`src/rtl/id_regfile_sb.sv`:
```
// Decode-stage register file: two combinational read ports with write-through,
// plus a per-register pending-writer scoreboard that raises a RAW stall.
module id_regfile_sb #(
    parameter int NREG = 32,
    parameter int CNTW = 2
) (
    input  logic        clk,
    input  logic        rst,
    input  logic [31:0] WB_Data,
    input  logic        WB_Write,
    input  logic [4:0]  WB_Addr,
    input  logic [4:0]  rs_addr,
    input  logic [4:0]  rt_addr,
    input  logic        rs_use,
    input  logic        rt_use,
    input  logic        iss_valid,
    input  logic        iss_we,
    input  logic [4:0]  iss_addr,
    output logic [31:0] rs_data,
    output logic [31:0] rt_data,
    output logic        stall,
    output logic        err_ovf,
    output logic        err_unf
);

    localparam logic [CNTW-1:0] CNT_MAX = '1;

    logic [31:0]     regs [NREG];
    logic [CNTW-1:0] cnt  [NREG];

    logic [NREG-1:0] inc_v, dec_v, sat_v, zero_v;
    logic            ovf_hit, unf_hit;
    logic            rs_dec, rt_dec, rs_pend, rt_pend;

    // Issue handshake: iss_valid is a one-cycle pulse from ID meaning "this
    // instruction leaves ID now"; ID must drop it while stall is high. The
    // block never gates it, so a stalled issue is still counted if presented.
    always_comb begin
        inc_v  = '0;
        dec_v  = '0;
        sat_v  = '0;
        zero_v = '0;
        if (iss_valid && iss_we) inc_v[iss_addr] = 1'b1;
        if (WB_Write)            dec_v[WB_Addr]  = 1'b1;
        inc_v[0] = 1'b0;
        dec_v[0] = 1'b0;
        for (int r = 0; r < NREG; r++) begin
            sat_v[r]  = (cnt[r] == CNT_MAX);
            zero_v[r] = (cnt[r] == '0);
        end
        ovf_hit = |(inc_v & ~dec_v & sat_v);
        unf_hit = |(dec_v & ~inc_v & zero_v);
    end

    // The writer retiring this cycle is covered by write-through, so it does
    // not count toward the stall.
    always_comb begin
        rs_dec  = WB_Write && (WB_Addr == rs_addr);
        rt_dec  = WB_Write && (WB_Addr == rt_addr);
        rs_pend = (cnt[rs_addr] > 1) || ((cnt[rs_addr] == 1) && !rs_dec);
        rt_pend = (cnt[rt_addr] > 1) || ((cnt[rt_addr] == 1) && !rt_dec);
        stall   = (rs_use && (rs_addr != '0) && rs_pend) ||
                  (rt_use && (rt_addr != '0) && rt_pend);
    end

    always_comb begin
        rs_data = '0;
        rt_data = '0;
        if (rs_addr != '0) rs_data = rs_dec ? WB_Data : regs[rs_addr];
        if (rt_addr != '0) rt_data = rt_dec ? WB_Data : regs[rt_addr];
    end

    always_ff @(posedge clk) begin
        if (rst) begin
            for (int r = 0; r < NREG; r++) begin
                regs[r] <= '0;
                cnt[r]  <= '0;
            end
            err_ovf <= 1'b0;
            err_unf <= 1'b0;
        end else begin
            if (WB_Write && (WB_Addr != '0)) regs[WB_Addr] <= WB_Data;
            for (int r = 1; r < NREG; r++) begin
                case ({inc_v[r], dec_v[r]})
                    2'b10:   if (!sat_v[r])  cnt[r] <= cnt[r] + 1'b1;
                    2'b01:   if (!zero_v[r]) cnt[r] <= cnt[r] - 1'b1;
                    default: cnt[r] <= cnt[r];
                endcase
            end
            if (ovf_hit) err_ovf <= 1'b1;
            if (unf_hit) err_unf <= 1'b1;
        end
    end

endmodule

```
`config.mk`:
```
export PLATFORM = sky130hd
export DESIGN_NAME = id_regfile_sb
export DESIGN_NICKNAME = d
export VERILOG_FILES = /design/src/rtl/id_regfile_sb.sv
export SDC_FILE = /design/constraint.sdc
export NUM_CORES = 2
export LEC_CHECK = 0
export CORE_ASPECT_RATIO = 0.75
export CORE_MARGIN = 1.5
export CORE_UTILIZATION = 35
export DETAILED_ROUTE_END_ITERATION = 8
export HOLD_SLACK_MARGIN = 0.02
export PLACE_DENSITY = 0.62
export REMOVE_ABC_BUFFERS = 1
export SLEW_MARGIN = 20
export SYNTH_ARGS = -nofsm -noshare
export SYNTH_HDL_FRONTEND = slang
export SYNTH_SLANG_ARGS = --single-unit
```
`constraint.sdc`:
```
create_clock -name clk -period 4.9 [get_ports clk]
set_clock_uncertainty 0.2 [all_clocks]
set_input_delay 0.49 -clock clk [delete_from_list [all_inputs] [get_ports clk]]
set_output_delay 0.49 -clock clk [all_outputs]
set_load 0.05 [all_outputs]
```
## Word level (Yosys, flattened, before mapping)

Memories as Yosys holds them, arrays and structs flattened.
Cells that the tools add are included.

- Bits in registers: 2
- Memory bits (writable): 1088
- Input bits: 59
- Output and inout bits: 67
- Word-level logic and storage cells: 807
- Memories: 2

- Mux-type cells: 452
- Reductions and logical operators: 86
- Bitwise logic cells: 99
- Magnitude comparators: 6
- Add/subtract/negate cells: 62
- Equal/unequal tests: 98

Memory list:

| name | words | width | rd ports | clocked after Yosys merged registers in | wr ports | RTL line | RTL |
|---|---|---|---|---|---|---|---|
| regs | 32 | 32 | 2 | 0 | 32 | 28 | `logic [31:0] regs [NREG];` |
| cnt | 32 | 2 | 34 | 0 | 32 | 29 | `logic [CNTW-1:0] cnt [NREG];` |

Operators with widths:

| operator | count |
|---|---|
| $mux 1 | 349 |
| $mux 32 | 7 |
| $mux 2 | 93 |
| $and 32x32->32 | 4 |
| $eq 2x2->1 const B | 63 |
| $reduce_or 32->1 | 3 |
| $or 1x1->1 | 93 |
| $eq 2x1->1 const B | 33 |
| $logic_not 2->1 | 32 |
| $not 32->32 | 2 |
| $add 2x1->2 const B | 31 |
| $reduce_or 2->1 | 31 |
| $sub 2x1->2 const B | 31 |
| $reduce_bool 5->1 | 3 |
| $logic_and 1x1->1 | 12 |
| $lt 5x6->1 const B | 2 |
| $demux 1 s5 | 2 |
| $eq 5x5->1 | 2 |
| $ge 5x1->1 const B | 2 |
| $mux 5 | 1 |
| $gt 2x1->1 const B | 2 |
| $logic_or 1x1->1 | 3 |
| $logic_not 1->1 | 2 |

## Logic depth before layout (Yosys ltp)

- Depth in word-level cells: 12
- Gate-level depth with buffers: 11
- Mapped depth without buffers: 9

## Worst setup path after synthesis

Ideal clock, no wire load.

- Kind: input to register
- Start point: input port WB_Addr[3]
- End point: memory regs[8][0] (enable)
- Setup time: 0.466 ns
- Path slack: 0.603 ns
- Data arrival time: 3.631 ns
- Stages: 4
- Data required time: 4.234 ns
- Path buffers: 2
- Path through: clkbuf_1 or3b_2 clkbuf_1 o21ai_0

RTL lines:

| what | RTL line | RTL |
|---|---|---|
| start, declared | 11 | `input logic [4:0] WB_Addr,` |
| end, declared | 28 |  |

## Final worst setup path

- Start point: input port WB_Addr[1]
- End point: output port rs_data[29]

- Cells in the longest elaborated chain, start to end: 4

Ends and longest elaborated chain:

| what | RTL line | RTL |
|---|---|---|
| $eq 5x5->1 | 58 | `rs_dec = WB_Write && (WB_Addr == rs_addr);` |
| $logic_and 1x1->1 | 58 |  |
| $mux 32 (2 in a row) | 69 | `if (rs_addr != '0) rs_data = rs_dec ? WB_Data : regs[rs_addr];` |
| end, declared | 19 | `output logic [31:0] rs_data,` |

No other way between the ends.

==> results.toml <==
[run_status]
status = "finished, final reports clean"

[placed_design]
placed_cell_area_um2 = 67300
placed_cells = 6572
gp_congestion = 0.9127
portBuffers = 125
dp_hpwl_mm = 123.9

[die]
core_um2 = 175100
rows = 133
initial_core_util = 0.3521
dieArea_um2 = 178600
die-height_um = 366.4
ios = 126
die_x_um = 487.6

[job]
cap_violations = 0

[sta]
worst_pin_slew_ps = 1101
fmax_mhz = 215.4
max_slew_margin = 0.2634
setup_violations = 0
finalCritPeriodShare = 0.9476
final-max-slew-violation-count = 0
hold_viol = 0
period_needed_ps = 4643
rsz0062_at_grt = "false"

[clocking]
cts.sinks = 1088
ctsLongestPathBuffers = 3
numCtsBuffers = 106
cts-htree-levels = 3
tritoncts = "done"
root_buffer = "clkbuf_16"
postCtsSetupRepairBufs = 0
clkLatencyLatePin_ps = 750
cts.reportedPaths.clkPinSlew_ps = 70

[critical_path]
crit_fanout = 14
reg2regPathDepth = 5
start_kind = "input port"
endpoint_kind = "primary output"
cp.arrival_ps = 3950
critPathKind = "input port to primary output"
critPathSlowestCell = "clkdlybuf4s50_1"
r2r-start = "cnt[17][0]"
cp_common_cell = "buf_4"
max_stage_delay_ps = 570
regToRegSetupSlack_ps = 2940
reg2reg_to = "err_ovf"
cp.required_ps = 4210
cp_cell_sequence = "clkdlybuf4s50_1, xor2_1, nor4_1, nand3_2, nand2_4, buf_4, o22ai_1, nor3_2, buf_4, buf_12"

[grt]
grt_max_degree = 118
grt_first_pass_wirelength_mm = 291.7
antenna_found_initial = 11
grt_overflow = 0
grt_use_total = 0.2275
grt_pass1_vias = 38910

[routing]
via_per_inst = 5.907
drc = 0
wirelength_mm = 205.5
ant_nets = 0
vias = 40040
drtPass1Iterations = 5
wire_per_inst_um = 30.32
first_iter_violations = 5764

[finish]
nets = 4443
design_area_um2 = 70950
fin_cells = 6779
post-route-util = 0.4053
area_growth_pct = 15.11
drive_above_1_share = 0.2652

[synthesis]
yosysSeqAreaShare = 0.5298
synthFlopType = "edfxtp_1"
yosys_register_bits = 1088
synth_area_leaders = "edfxtp_1, mux4_2, and2_1"
synth_common_cells = "edfxtp_1, and2_1, mux4_2"
syn_area_um2 = 61630
async_flop_share = 0
synth_warnings = 0
synth_edf_count = 1086
avgSynthCellArea_um2 = 14.35
synth.distinct_cells = 51
yosysTopAreaCell = "edfxtp_1"
synth_top_area_frac = 0.5291
synth_most_common_cell = "edfxtp_1"
synth_cells = 4294

[power_and_ir_drop]
peakVddDrop_mv = 0.2717
leakagePower_nw = 24.30
power-per-cell-area_nw_per_um2 = 333.0

[worst_hold_path]
hp-class = "input port to flop"
holdPathEnd = "regs[17][29]"
min_from = "WB_Data[29]"
hold_path_depth = 2
## sequential cells by signal, summed over array words and instances (netlist names)
signal / flops
cnt: 62
err_unf: 1
err_ovf: 1
regs: 1024
## worst max-delay path: cells and delay by family
kind	cells	cell delay, ps
simple gates	4	1980
compound gates	1	100
buf+inv	4	1140
xor+xnor	1	230
## through the flow
step | hold WS (ps) | TNS, ps | total power [mW] | worst slack [ps]
after CTS | 197.0 | 0 | 23.68 | 146.2
after global placement | 471.8 | -68.82 | 15.00 | -68.82
after floorplan | 359.1 | 0 | 13.06 | 138.2
after detailed placement | 488.7 | 0 | 15.05 | 6.624
final | 247.0 | 0 | 23.63 | 257.0
after global routing | 238.8 | 0 | 24.24 | 202.8
## kinds of logic after synthesis
| kind of cell | Yosys count | synth area share |
|---|---|---|
| simple gates | 1593 | 0.1449 |
| flops | 1088 | 0.5298 |
| mux | 687 | 0.2394 |
| buf+inv | 526 | 0.03656 |
| compound gates | 295 | 0.03057 |
| fa+ha+maj | 64 | 0.01299 |
| xor+xnor | 40 | 0.005684 |
| other cells | 1 | 0.00006084 |
## metal layers
metal  track usage  up-vias  wire length (um)
li1              -    16370                 -
met1        0.3331    20760             84570
met2        0.3334     2587             90300
met3       0.05178      323             24180
met4       0.07264        4              6444
met5             0        -                27
## area by class of cell
type,instances,area [um2]
Multi-Input combinational cell,2711,27450
Clock buffer,126,2813
Clock inverter,73,790.8
Fill cell,15900,104100
Timing Repair Buffer,340,3994
Antenna cell,6,15.01
Inverter,73,276.5
Sequential cell,1088,32650
Tap cell,2362,2955
## cell usage in the layout (no fill, tap or decap), types with 7 or more instances in the layout
cell and n:
a211oi_1 61, o21ai_4 27, a21oi_1 54, clkbuf_16 110
nand3_1 37, mux2i_1 50, ha_1 64, clkdlybuf4s50_1 45
mux2_2 8, clkbuf_1 16, clkinv_1 22, and2_1 997
nor2_1 195, xor2_1 19, clkinvlp_4 11, o21ai_0 12
conb_1 32, o31ai_1 24, nor2b_1 52, a31oi_1 22
nand4_1 10, buf_12 102, nor2_4 31, xnor2_1 21
mux4_2 629, buf_4 176, inv_1 72, clkinv_2 15
bufinv_16 15, edfxtp_1 1086, a22oi_1 16, o22ai_1 68
nand2_1 122, nor3_1 101, buf_2 7
## report_power, final
group / leakage, nW / switching [mW] / internal, mW
sequential: 10.4 / 0.329 / 10.8
combinational: 12.2 / 2.10 / 1.69
clock: 1.73 / 3.83 / 4.90
## worst max-delay path by stage
stage                    start     endpoint  slack, ps  cells after the start
finish              WB_Addr[1]  rs_data[29]        260                     10
global route        WB_Addr[1]  rs_data[29]        200                     10
CTS                 WB_Addr[1]  rs_data[29]        150                     10
detailed placement  WB_Addr[1]  rs_data[29]          7                     10
global placement    WB_Addr[1]  rs_data[29]        -70                     10
floorplan           rs_addr[1]   rs_data[0]        140                      3
## repair_timing
item                       CTS  global route
resized for setup            2             1
setup endpoints to repair    1             1
hold buffers                 1             0
hold endpoints to repair     9             0
Power figures use the tool's default switching activity.
